<file path="config.mk">
export PLATFORM = sky130hd
export DESIGN_NAME = axi4_lite_csr_initiator_flat
export DESIGN_NICKNAME = d
export VERILOG_FILES = /design/src/rtl/axi4_lite_csr_initiator_if.sv /design/src/rtl/axi4_lite_csr_initiator.sv /design/src/flat_wrapper.sv
export SDC_FILE = /design/constraint.sdc
export NUM_CORES = 1
export LEC_CHECK = 0
export BUFFER_PORTS_ARGS = -buffer_cell sky130_fd_sc_hd__buf_4
export CORE_ASPECT_RATIO = 2
export CORE_MARGIN = 4
export CORE_UTILIZATION = 50
export CTS_BUF_LIST = sky130_fd_sc_hd__clkbuf_8
export DETAILED_ROUTE_END_ITERATION = 10
export PLACE_DENSITY = 0.9
export SKIP_LAST_GASP = 1
export SLEW_MARGIN = 10
export SYNTH_ARGS = -nofsm -noshare
export SYNTH_HDL_FRONTEND = slang
export SYNTH_SLANG_ARGS = --single-unit
</file>
<file path="constraint.sdc">
create_clock -name clk_i -period 4.7 [get_ports clk_i]
set_clock_uncertainty 0.2 [all_clocks]
set_input_delay 0.47 -clock clk_i [delete_from_list [all_inputs] [get_ports clk_i]]
set_output_delay 0.47 -clock clk_i [all_outputs]
set_load 0.02 [all_outputs]
</file>
<file path="src/rtl/axi4_lite_csr_initiator_if.sv">
// AXI4-Lite bus bundle shared by the CSR initiator and its register slaves.
interface axi4_lite_if;
    logic        awvalid;
    logic        awready;
    logic [31:0] awaddr;
    logic        wvalid;
    logic        wready;
    logic [31:0] wdata;
    logic [3:0]  wstrb;
    logic        bvalid;
    logic        bready;
    logic [1:0]  bresp;
    logic        arvalid;
    logic        arready;
    logic [31:0] araddr;
    logic        rvalid;
    logic        rready;
    logic [31:0] rdata;
    logic [1:0]  rresp;

    modport master (
        output awvalid, awaddr, wvalid, wdata, wstrb, bready, arvalid, araddr, rready,
        input  awready, wready, bvalid, bresp, arready, rvalid, rdata, rresp
    );

    modport slave (
        input  awvalid, awaddr, wvalid, wdata, wstrb, bready, arvalid, araddr, rready,
        output awready, wready, bvalid, bresp, arready, rvalid, rdata, rresp
    );
endinterface

</file>
<file path="src/rtl/axi4_lite_csr_initiator.sv">
// Single-outstanding AXI4-Lite master: command stream in, one response per command out,
// with an optional abort of transactions stuck on a hung slave.
module axi4_lite_csr_initiator #(
    parameter int unsigned TIMEOUT_CYCLES = 1024
) (
    input  logic        clk_i,
    input  logic        rst_i,
    input  logic        cmd_valid_i,
    output logic        cmd_ready_o,
    input  logic        cmd_we_i,
    input  logic [31:0] cmd_addr_i,
    input  logic [31:0] cmd_wdata_i,
    input  logic [3:0]  cmd_wstrb_i,
    output logic        rsp_valid_o,
    input  logic        rsp_ready_i,
    output logic [31:0] rsp_rdata_o,
    output logic        rsp_err_o,
    output logic        rsp_timeout_o,
    axi4_lite_if.master csr_o
);

    // state        | meaning
    // IDLE         | waiting for a command
    // WR_ADDR_DATA | driving AW and W until each has handshaken
    // WAIT_B       | bready high, waiting for write response
    // RD_ADDR      | driving AR until arready
    // WAIT_R       | rready high, waiting for read data
    // RSP          | response held on the rsp port until consumed
    typedef enum logic [2:0] {
        IDLE, WR_ADDR_DATA, WAIT_B, RD_ADDR, WAIT_R, RSP
    } state_e;

    localparam logic [31:0] TIMEOUT_LAST = 32'(TIMEOUT_CYCLES - 1);

    state_e      state_q, state_d;
    logic [31:0] addr_q, addr_d;
    logic [31:0] wdata_q, wdata_d;
    logic [3:0]  wstrb_q, wstrb_d;
    logic        aw_done_q, aw_done_d;
    logic        w_done_q, w_done_d;
    logic [31:0] rdata_q, rdata_d;
    logic        err_q, err_d;
    logic        to_q, to_d;
    logic [31:0] cnt_q, cnt_d;

    logic timeout_hit;
    logic awvalid, wvalid, bready, arvalid, rready;
    logic aw_hs, w_hs, b_hs, ar_hs, r_hs;

    assign timeout_hit = (TIMEOUT_CYCLES != 0) && (cnt_q == TIMEOUT_LAST);

    // Valids drop combinationally on expiry; readies stay up if the handshake lands
    // on the expiry cycle so that completion wins over the abort.
    assign awvalid = (state_q == WR_ADDR_DATA) && !aw_done_q && !timeout_hit;
    assign wvalid  = (state_q == WR_ADDR_DATA) && !w_done_q && !timeout_hit;
    assign bready  = (state_q == WAIT_B) && (!timeout_hit || csr_o.bvalid);
    assign arvalid = (state_q == RD_ADDR) && !timeout_hit;
    assign rready  = (state_q == WAIT_R) && (!timeout_hit || csr_o.rvalid);

    assign aw_hs = awvalid && csr_o.awready;
    assign w_hs  = wvalid && csr_o.wready;
    assign b_hs  = bready && csr_o.bvalid;
    assign ar_hs = arvalid && csr_o.arready;
    assign r_hs  = rready && csr_o.rvalid;

    assign csr_o.awvalid = awvalid;
    assign csr_o.awaddr  = addr_q;
    assign csr_o.wvalid  = wvalid;
    assign csr_o.wdata   = wdata_q;
    assign csr_o.wstrb   = wstrb_q;
    assign csr_o.bready  = bready;
    assign csr_o.arvalid = arvalid;
    assign csr_o.araddr  = addr_q;
    assign csr_o.rready  = rready;

    assign cmd_ready_o   = (state_q == IDLE);
    assign rsp_valid_o   = (state_q == RSP);
    assign rsp_rdata_o   = rdata_q;
    assign rsp_err_o     = err_q;
    assign rsp_timeout_o = to_q;

    always_comb begin
        state_d   = state_q;
        addr_d    = addr_q;
        wdata_d   = wdata_q;
        wstrb_d   = wstrb_q;
        aw_done_d = aw_done_q;
        w_done_d  = w_done_q;
        rdata_d   = rdata_q;
        err_d     = err_q;
        to_d      = to_q;
        cnt_d     = cnt_q + 32'd1;

        case (state_q)
            IDLE: begin
                cnt_d = '0;
                if (cmd_valid_i) begin
                    addr_d    = cmd_addr_i;
                    wdata_d   = cmd_wdata_i;
                    wstrb_d   = cmd_wstrb_i;
                    aw_done_d = 1'b0;
                    w_done_d  = 1'b0;
                    state_d   = cmd_we_i ? WR_ADDR_DATA : RD_ADDR;
                end
            end
            WR_ADDR_DATA: begin
                if (timeout_hit) begin
                    rdata_d = '0;
                    err_d   = 1'b1;
                    to_d    = 1'b1;
                    state_d = RSP;
                end else begin
                    aw_done_d = aw_done_q || aw_hs;
                    w_done_d  = w_done_q || w_hs;
                    if ((aw_done_q || aw_hs) && (w_done_q || w_hs)) state_d = WAIT_B;
                end
            end
            WAIT_B: begin
                if (b_hs) begin
                    rdata_d = '0;
                    err_d   = (csr_o.bresp != 2'b00);
                    to_d    = 1'b0;
                    state_d = RSP;
                end else if (timeout_hit) begin
                    rdata_d = '0;
                    err_d   = 1'b1;
                    to_d    = 1'b1;
                    state_d = RSP;
                end
            end
            RD_ADDR: begin
                if (timeout_hit) begin
                    rdata_d = '0;
                    err_d   = 1'b1;
                    to_d    = 1'b1;
                    state_d = RSP;
                end else if (ar_hs) begin
                    state_d = WAIT_R;
                end
            end
            WAIT_R: begin
                if (r_hs) begin
                    rdata_d = csr_o.rdata;
                    err_d   = (csr_o.rresp != 2'b00);
                    to_d    = 1'b0;
                    state_d = RSP;
                end else if (timeout_hit) begin
                    rdata_d = '0;
                    err_d   = 1'b1;
                    to_d    = 1'b1;
                    state_d = RSP;
                end
            end
            RSP: begin
                cnt_d = '0;
                if (rsp_ready_i) state_d = IDLE;
            end
            default: begin
                cnt_d   = '0;
                state_d = IDLE;
            end
        endcase
    end

    always_ff @(posedge clk_i or posedge rst_i) begin
        if (rst_i) begin
            state_q   <= IDLE;
            addr_q    <= '0;
            wdata_q   <= '0;
            wstrb_q   <= '0;
            aw_done_q <= 1'b0;
            w_done_q  <= 1'b0;
            rdata_q   <= '0;
            err_q     <= 1'b0;
            to_q      <= 1'b0;
            cnt_q     <= '0;
        end else begin
            state_q   <= state_d;
            addr_q    <= addr_d;
            wdata_q   <= wdata_d;
            wstrb_q   <= wstrb_d;
            aw_done_q <= aw_done_d;
            w_done_q  <= w_done_d;
            rdata_q   <= rdata_d;
            err_q     <= err_d;
            to_q      <= to_d;
            cnt_q     <= cnt_d;
        end
    end

endmodule
</file>
<file path="src/flat_wrapper.sv">
// flat-port wrapper written by rule: the top's interface ports become plain ports
module axi4_lite_csr_initiator_flat 
#(
    parameter int unsigned TIMEOUT_CYCLES = 1024
)
  (clk_i, rst_i, cmd_valid_i, cmd_ready_o, cmd_we_i, cmd_addr_i, cmd_wdata_i, cmd_wstrb_i, rsp_valid_o, rsp_ready_i, rsp_rdata_o, rsp_err_o, rsp_timeout_o, csr_o_awvalid, csr_o_awaddr, csr_o_wvalid, csr_o_wdata, csr_o_wstrb, csr_o_bready, csr_o_arvalid, csr_o_araddr, csr_o_rready, csr_o_awready, csr_o_wready, csr_o_bvalid, csr_o_bresp, csr_o_arready, csr_o_rvalid, csr_o_rdata, csr_o_rresp);
  axi4_lite_if csr_o_i ();
  input  logic clk_i;
  input  logic rst_i;
  input  logic cmd_valid_i;
  output logic cmd_ready_o;
  input  logic cmd_we_i;
  input  logic [31:0] cmd_addr_i;
  input  logic [31:0] cmd_wdata_i;
  input  logic [3:0] cmd_wstrb_i;
  output logic rsp_valid_o;
  input  logic rsp_ready_i;
  output logic [31:0] rsp_rdata_o;
  output logic rsp_err_o;
  output logic rsp_timeout_o;
  output wire logic [$bits(csr_o_i.awvalid)-1:0] csr_o_awvalid;
  output wire logic [$bits(csr_o_i.awaddr)-1:0] csr_o_awaddr;
  output wire logic [$bits(csr_o_i.wvalid)-1:0] csr_o_wvalid;
  output wire logic [$bits(csr_o_i.wdata)-1:0] csr_o_wdata;
  output wire logic [$bits(csr_o_i.wstrb)-1:0] csr_o_wstrb;
  output wire logic [$bits(csr_o_i.bready)-1:0] csr_o_bready;
  output wire logic [$bits(csr_o_i.arvalid)-1:0] csr_o_arvalid;
  output wire logic [$bits(csr_o_i.araddr)-1:0] csr_o_araddr;
  output wire logic [$bits(csr_o_i.rready)-1:0] csr_o_rready;
  input wire logic [$bits(csr_o_i.awready)-1:0] csr_o_awready;
  input wire logic [$bits(csr_o_i.wready)-1:0] csr_o_wready;
  input wire logic [$bits(csr_o_i.bvalid)-1:0] csr_o_bvalid;
  input wire logic [$bits(csr_o_i.bresp)-1:0] csr_o_bresp;
  input wire logic [$bits(csr_o_i.arready)-1:0] csr_o_arready;
  input wire logic [$bits(csr_o_i.rvalid)-1:0] csr_o_rvalid;
  input wire logic [$bits(csr_o_i.rdata)-1:0] csr_o_rdata;
  input wire logic [$bits(csr_o_i.rresp)-1:0] csr_o_rresp;
  assign csr_o_awvalid = csr_o_i.awvalid;
  assign csr_o_awaddr = csr_o_i.awaddr;
  assign csr_o_wvalid = csr_o_i.wvalid;
  assign csr_o_wdata = csr_o_i.wdata;
  assign csr_o_wstrb = csr_o_i.wstrb;
  assign csr_o_bready = csr_o_i.bready;
  assign csr_o_arvalid = csr_o_i.arvalid;
  assign csr_o_araddr = csr_o_i.araddr;
  assign csr_o_rready = csr_o_i.rready;
  assign csr_o_i.awready = csr_o_awready;
  assign csr_o_i.wready = csr_o_wready;
  assign csr_o_i.bvalid = csr_o_bvalid;
  assign csr_o_i.bresp = csr_o_bresp;
  assign csr_o_i.arready = csr_o_arready;
  assign csr_o_i.rvalid = csr_o_rvalid;
  assign csr_o_i.rdata = csr_o_rdata;
  assign csr_o_i.rresp = csr_o_rresp;
  axi4_lite_csr_initiator #(.TIMEOUT_CYCLES(TIMEOUT_CYCLES)) u_core (.clk_i(clk_i), .rst_i(rst_i), .cmd_valid_i(cmd_valid_i), .cmd_ready_o(cmd_ready_o), .cmd_we_i(cmd_we_i), .cmd_addr_i(cmd_addr_i), .cmd_wdata_i(cmd_wdata_i), .cmd_wstrb_i(cmd_wstrb_i), .rsp_valid_o(rsp_valid_o), .rsp_ready_i(rsp_ready_i), .rsp_rdata_o(rsp_rdata_o), .rsp_err_o(rsp_err_o), .rsp_timeout_o(rsp_timeout_o), .csr_o(csr_o_i));
endmodule
</file>
==> summary.md <==
The flow ran to the end, and the final reports show no timing, DRC or antenna violations. For the area taken by flip-flops and latches, the log shows 3480 µm². Traced cell by cell, the critical path runs through ha_1 > nand3_2 > or3_1 > o31ai_1 > nor4_1 > buf_4.

The number of max-slew violations in the final report is 0, and the wire length of the first global-routing pass is 28300 µm. Number of buffers inserted to repair setup after CTS: 0. The most common cell after layout, fill and taps aside was buf_4. Relative to the synthesized area, the layout overhead comes to 36.7%.

The via density per instance works out to 5.40. The worst register-to-register path has a depth of 5. Clock tree synthesis selected as its root buffer the cell clkbuf_8. The number of standard-cell rows in the floorplan came out at 57. The die outline area is 14300 µm². Final clock period utilization by the worst path: 0.786.

For the final routed database, the setup TNS stands at 0 ps. The critical path crosses 6 cells after its start point. The area share of xor/xnor cells in the synthesized design works out to 0.0142. In the layout the commonest cells are buf_4, nand2_1, dfrtp_1. The number of sinks handled by clock tree synthesis was 139; the highest net fanout along the worst path was 19. Clock latency on the worst-skew pair, taken at its later pin, is 430 ps. The tools report the total I/O pin count as 255. The repair_antennas step left the layout with diodes totalling 0.

The longest clock path from root to sink contains 2 buffers. Power spread over the standard cell area amounts to 617 nW/µm². The region available for standard cell placement spans 12100 µm².

The critical path's top delay family is simple AND/OR/NAND/NOR gates. The routed design has 18200 µm of wire. Setup repair after global routing left no endpoint under its margin. The tools report the number of routed nets with antenna violations as 0. For the hold violation total from the final report, the log shows 0. The slew at the pin with the worst max-slew slack was 951 ps. For this run, the number of Yosys warnings is 0. In this run the horizontal extent of the chip is 86.4 µm. For the placed wire-length estimate after detailed placement, the log shows 13000 µm.

The data arrival time of the critical path came out at 3020 ps. The run gives 0 as the post-detailed-route DRC marker count. Category of the worst setup path capture point: a primary output.

Yosys mapped a number of flops with a built-in enable equal to 0. The logs give 42 for the distinct cell type count after synthesis and 5557 for the overall via count from detail_route. For the portion of the post-synthesis area used by sequential elements, the log shows 0.565. Entering global routing, the biggest net connects 109 pins. The worst supply voltage drop on vdd was 0.431 mV; the number of DRC markers in iteration 0 was 333. The class of the tightest hold or removal check is input pin to flop.

The worst path in the final design needs a cycle of 3690 ps, including I/O delays and setup. STA puts the critical path data required time at 4030 ps. For the minimum setup slack in the final design, the log shows 1010 ps. The final estimated routing congestion in global placement is 0.882.

Summing every instance area after synthesis gives 6150 µm². The starting density of the core came out at 0.508. After layout, the design draws a total of 5190 µW. The total routing usage reported by global routing is 0.255. The post-detailed-route wirelength per cell works out to 17.7 µm. Before CTS, the worst setup slack after placement is 1470 ps. The complex-gate fraction of the synthesized area was 0.114; the fraction of layout cells with a size suffix above 1 was 0.339. The worst slew slack as a fraction of its limit is 0.366.

The arithmetic-cell share of the synthesized area counting full adders, half adders and majority gates came out at 0.00203. The biggest cell delay along the critical path was 770 ps; the overflow left after global routing was 0. TritonCTS built the clock tree. The via count of the first global-routing pass is 5727. The worst setup path is launched from a flop. The cell leakage power was 0.00438 µW; the simple-gate portion of the synthesized area was 0.228.

The run gives 986 as the count of nets after finishing. The share of synthesized registers carrying an async set or reset is 1.00. The area used by multi-input combinational logic was 2220 µm². Predominant post-synthesis flop cell: dfrtp_1. In this run the tool buffered the top-level ports with 254 buffer cells. The logs give 0.271 GHz for the maximum clock frequency and 0 for the initial antenna violation count. The net count after synthesis is 761, and the number of standard cells after synthesis is 646. The total CTS buffers was 17. Among all stages on the critical path, the largest delay is contributed by o31ai_1. In this run the number of H-tree levels came out at 4. The y dimension of the die was 165 µm.

Setup violations remaining at the end of the flow were counted as 0. By area, the combinational part of the netlist is dominated by simple AND/OR/NAND/NOR gates. The path type of the worst setup path was flop to primary output. Synthesis inferred 139 register bits. Clock-pin slew was measured on the worst setup and hold paths at 80 ps. After filler insertion, the fill cell instance count of the layout stands at 901. The critical path buffer and inverter count was 1. Counting instances, the worst hold path has a depth of 3. The run gives 0 as the max-capacitance violation count. The multiplexer area fraction after synthesis was 0.00163.

Dividing the synthesized area by the synthesized cell count gives 9.53 µm². The pre-antenna-repair detailed-routing pass consisted of 7 iterations.
==> synth_stat cells (all sizes together) (2+ instances only) <==
master,number,area share
a21oi,25,0.020
a221oi,2,0.0028
a22o,32,0.046
a41oi,3,0.0043
and2,3,0.0031
and3,2,0.0020
and4,4,0.0057
buf,45,0.053
clkbuf,25,0.015
dfrtp,139,0.57
inv,12,0.0073
nand2,222,0.14
nand2b,3,0.0031
nand3,10,0.0089
nand3b,2,0.0024
nand4,10,0.011
nor2,19,0.012
nor3,6,0.0065
nor4,11,0.011
o211ai,4,0.0049
o21a,3,0.0037
o21ai,8,0.0065
o31ai,15,0.018
or2,2,0.0020
or3,6,0.0061
or4,15,0.018
xnor2,6,0.0085
xor2,4,0.0057
==> final cells by class <==
type                       count  area share
tap                          147      0.0219
inverter                      12     0.00595
sequential                   139       0.414
clock buffer                  17      0.0278
clock inverter                14      0.0149
timing repair buffer         276       0.251
multi-input combinational    425       0.264
==> cell families after synthesis <==
logic type,Yosys count
AND/OR/NAND/NOR,315
flip-flops,139
AO/OA/AOI/OAI,98
buffers and inverters,82
XOR/XNOR,10
multiplexers,1
adder cells (fa/ha/maj),1
==> power breakdown <==
part | switching [µW] | internal [µW] | leakage [µW] | total [µW]
clock network | 483 | 419 | 0.000189 | 902
registers | 330 | 1590 | 0.00181 | 1920
logic | 1400 | 969 | 0.00238 | 2370
==> repair_timing <==
| item | 4_1_cts | 5_1_grt |
|---|---|---|
| resized for setup | 0 | 0 |
| endpoints found under the hold margin | 17 | 0 |
| hold buffers | 17 | 0 |
==> registers in the layout (all words and copies together), names as in the netlist <==
signal and flops:
u_core.cnt_q 32, u_core.csr_o.araddr 32, u_core.csr_o.wdata 32, u_core.rsp_rdata_o 32, u_core.csr_o.wstrb 4, u_core.state_q 3, u_core.aw_done_q 1, u_core.rsp_err_o 1
u_core.rsp_timeout_o 1, u_core.w_done_q 1
==> worst paths after layout <==
check                                                     end                         startpoint  slack, ps
setup / recovery                                csr_o_awvalid          u_core.cnt_q[0]$_DFF_PP0_       1010
hold / removal             u_core.csr_o.wdata[21]$_DFFE_PP0P_                    cmd_wdata_i[21]         30
setup reg to reg           u_core.csr_o.wdata[17]$_DFFE_PP0P_      u_core.state_q[1]$_DFFE_PP0P_       1880
hold reg to reg             u_core.csr_o.wdata[2]$_DFFE_PP0P_  u_core.csr_o.wdata[2]$_DFFE_PP0P_        280
max in group asynchronous   u_core.csr_o.wstrb[1]$_DFFE_PP0P_                              rst_i       3250
min in group asynchronous  u_core.rsp_rdata_o[22]$_DFFE_PP0P_                              rst_i         50
==> through the flow <==
step / cells / hold slack [ps] / utilization / cell area [µm²]
global placement: 982 / 260 / 0.650 / 7880
finish: 1030 / 26.4 / 0.694 / 8410
floorplan: 646 / 269 / - / 6150
CTS: 1030 / 0.0576 / 0.694 / 8410
global route: 1030 / 1.85 / 0.694 / 8410
detailed placement: 982 / 263 / 0.650 / 7880
==> worst register-to-register path, delay by kind of cell (launching register included) <==
family / cells / cell delay, ps
simple gates: 4 / 1520
flops: 1 / 600
buf+inv: 1 / 430
==> metal layers <==
layer / routed length, µm / vias up / global-route usage
li1: - / 2608 / -
met1: 6580 / 2680 / 0.291
met2: 9770 / 230 / 0.442
met3: 1260 / 39 / 0.0699
met4: 628 / 0 / 0.109
met5: 0 / - / 0
(Power assumes the default switching activity.)
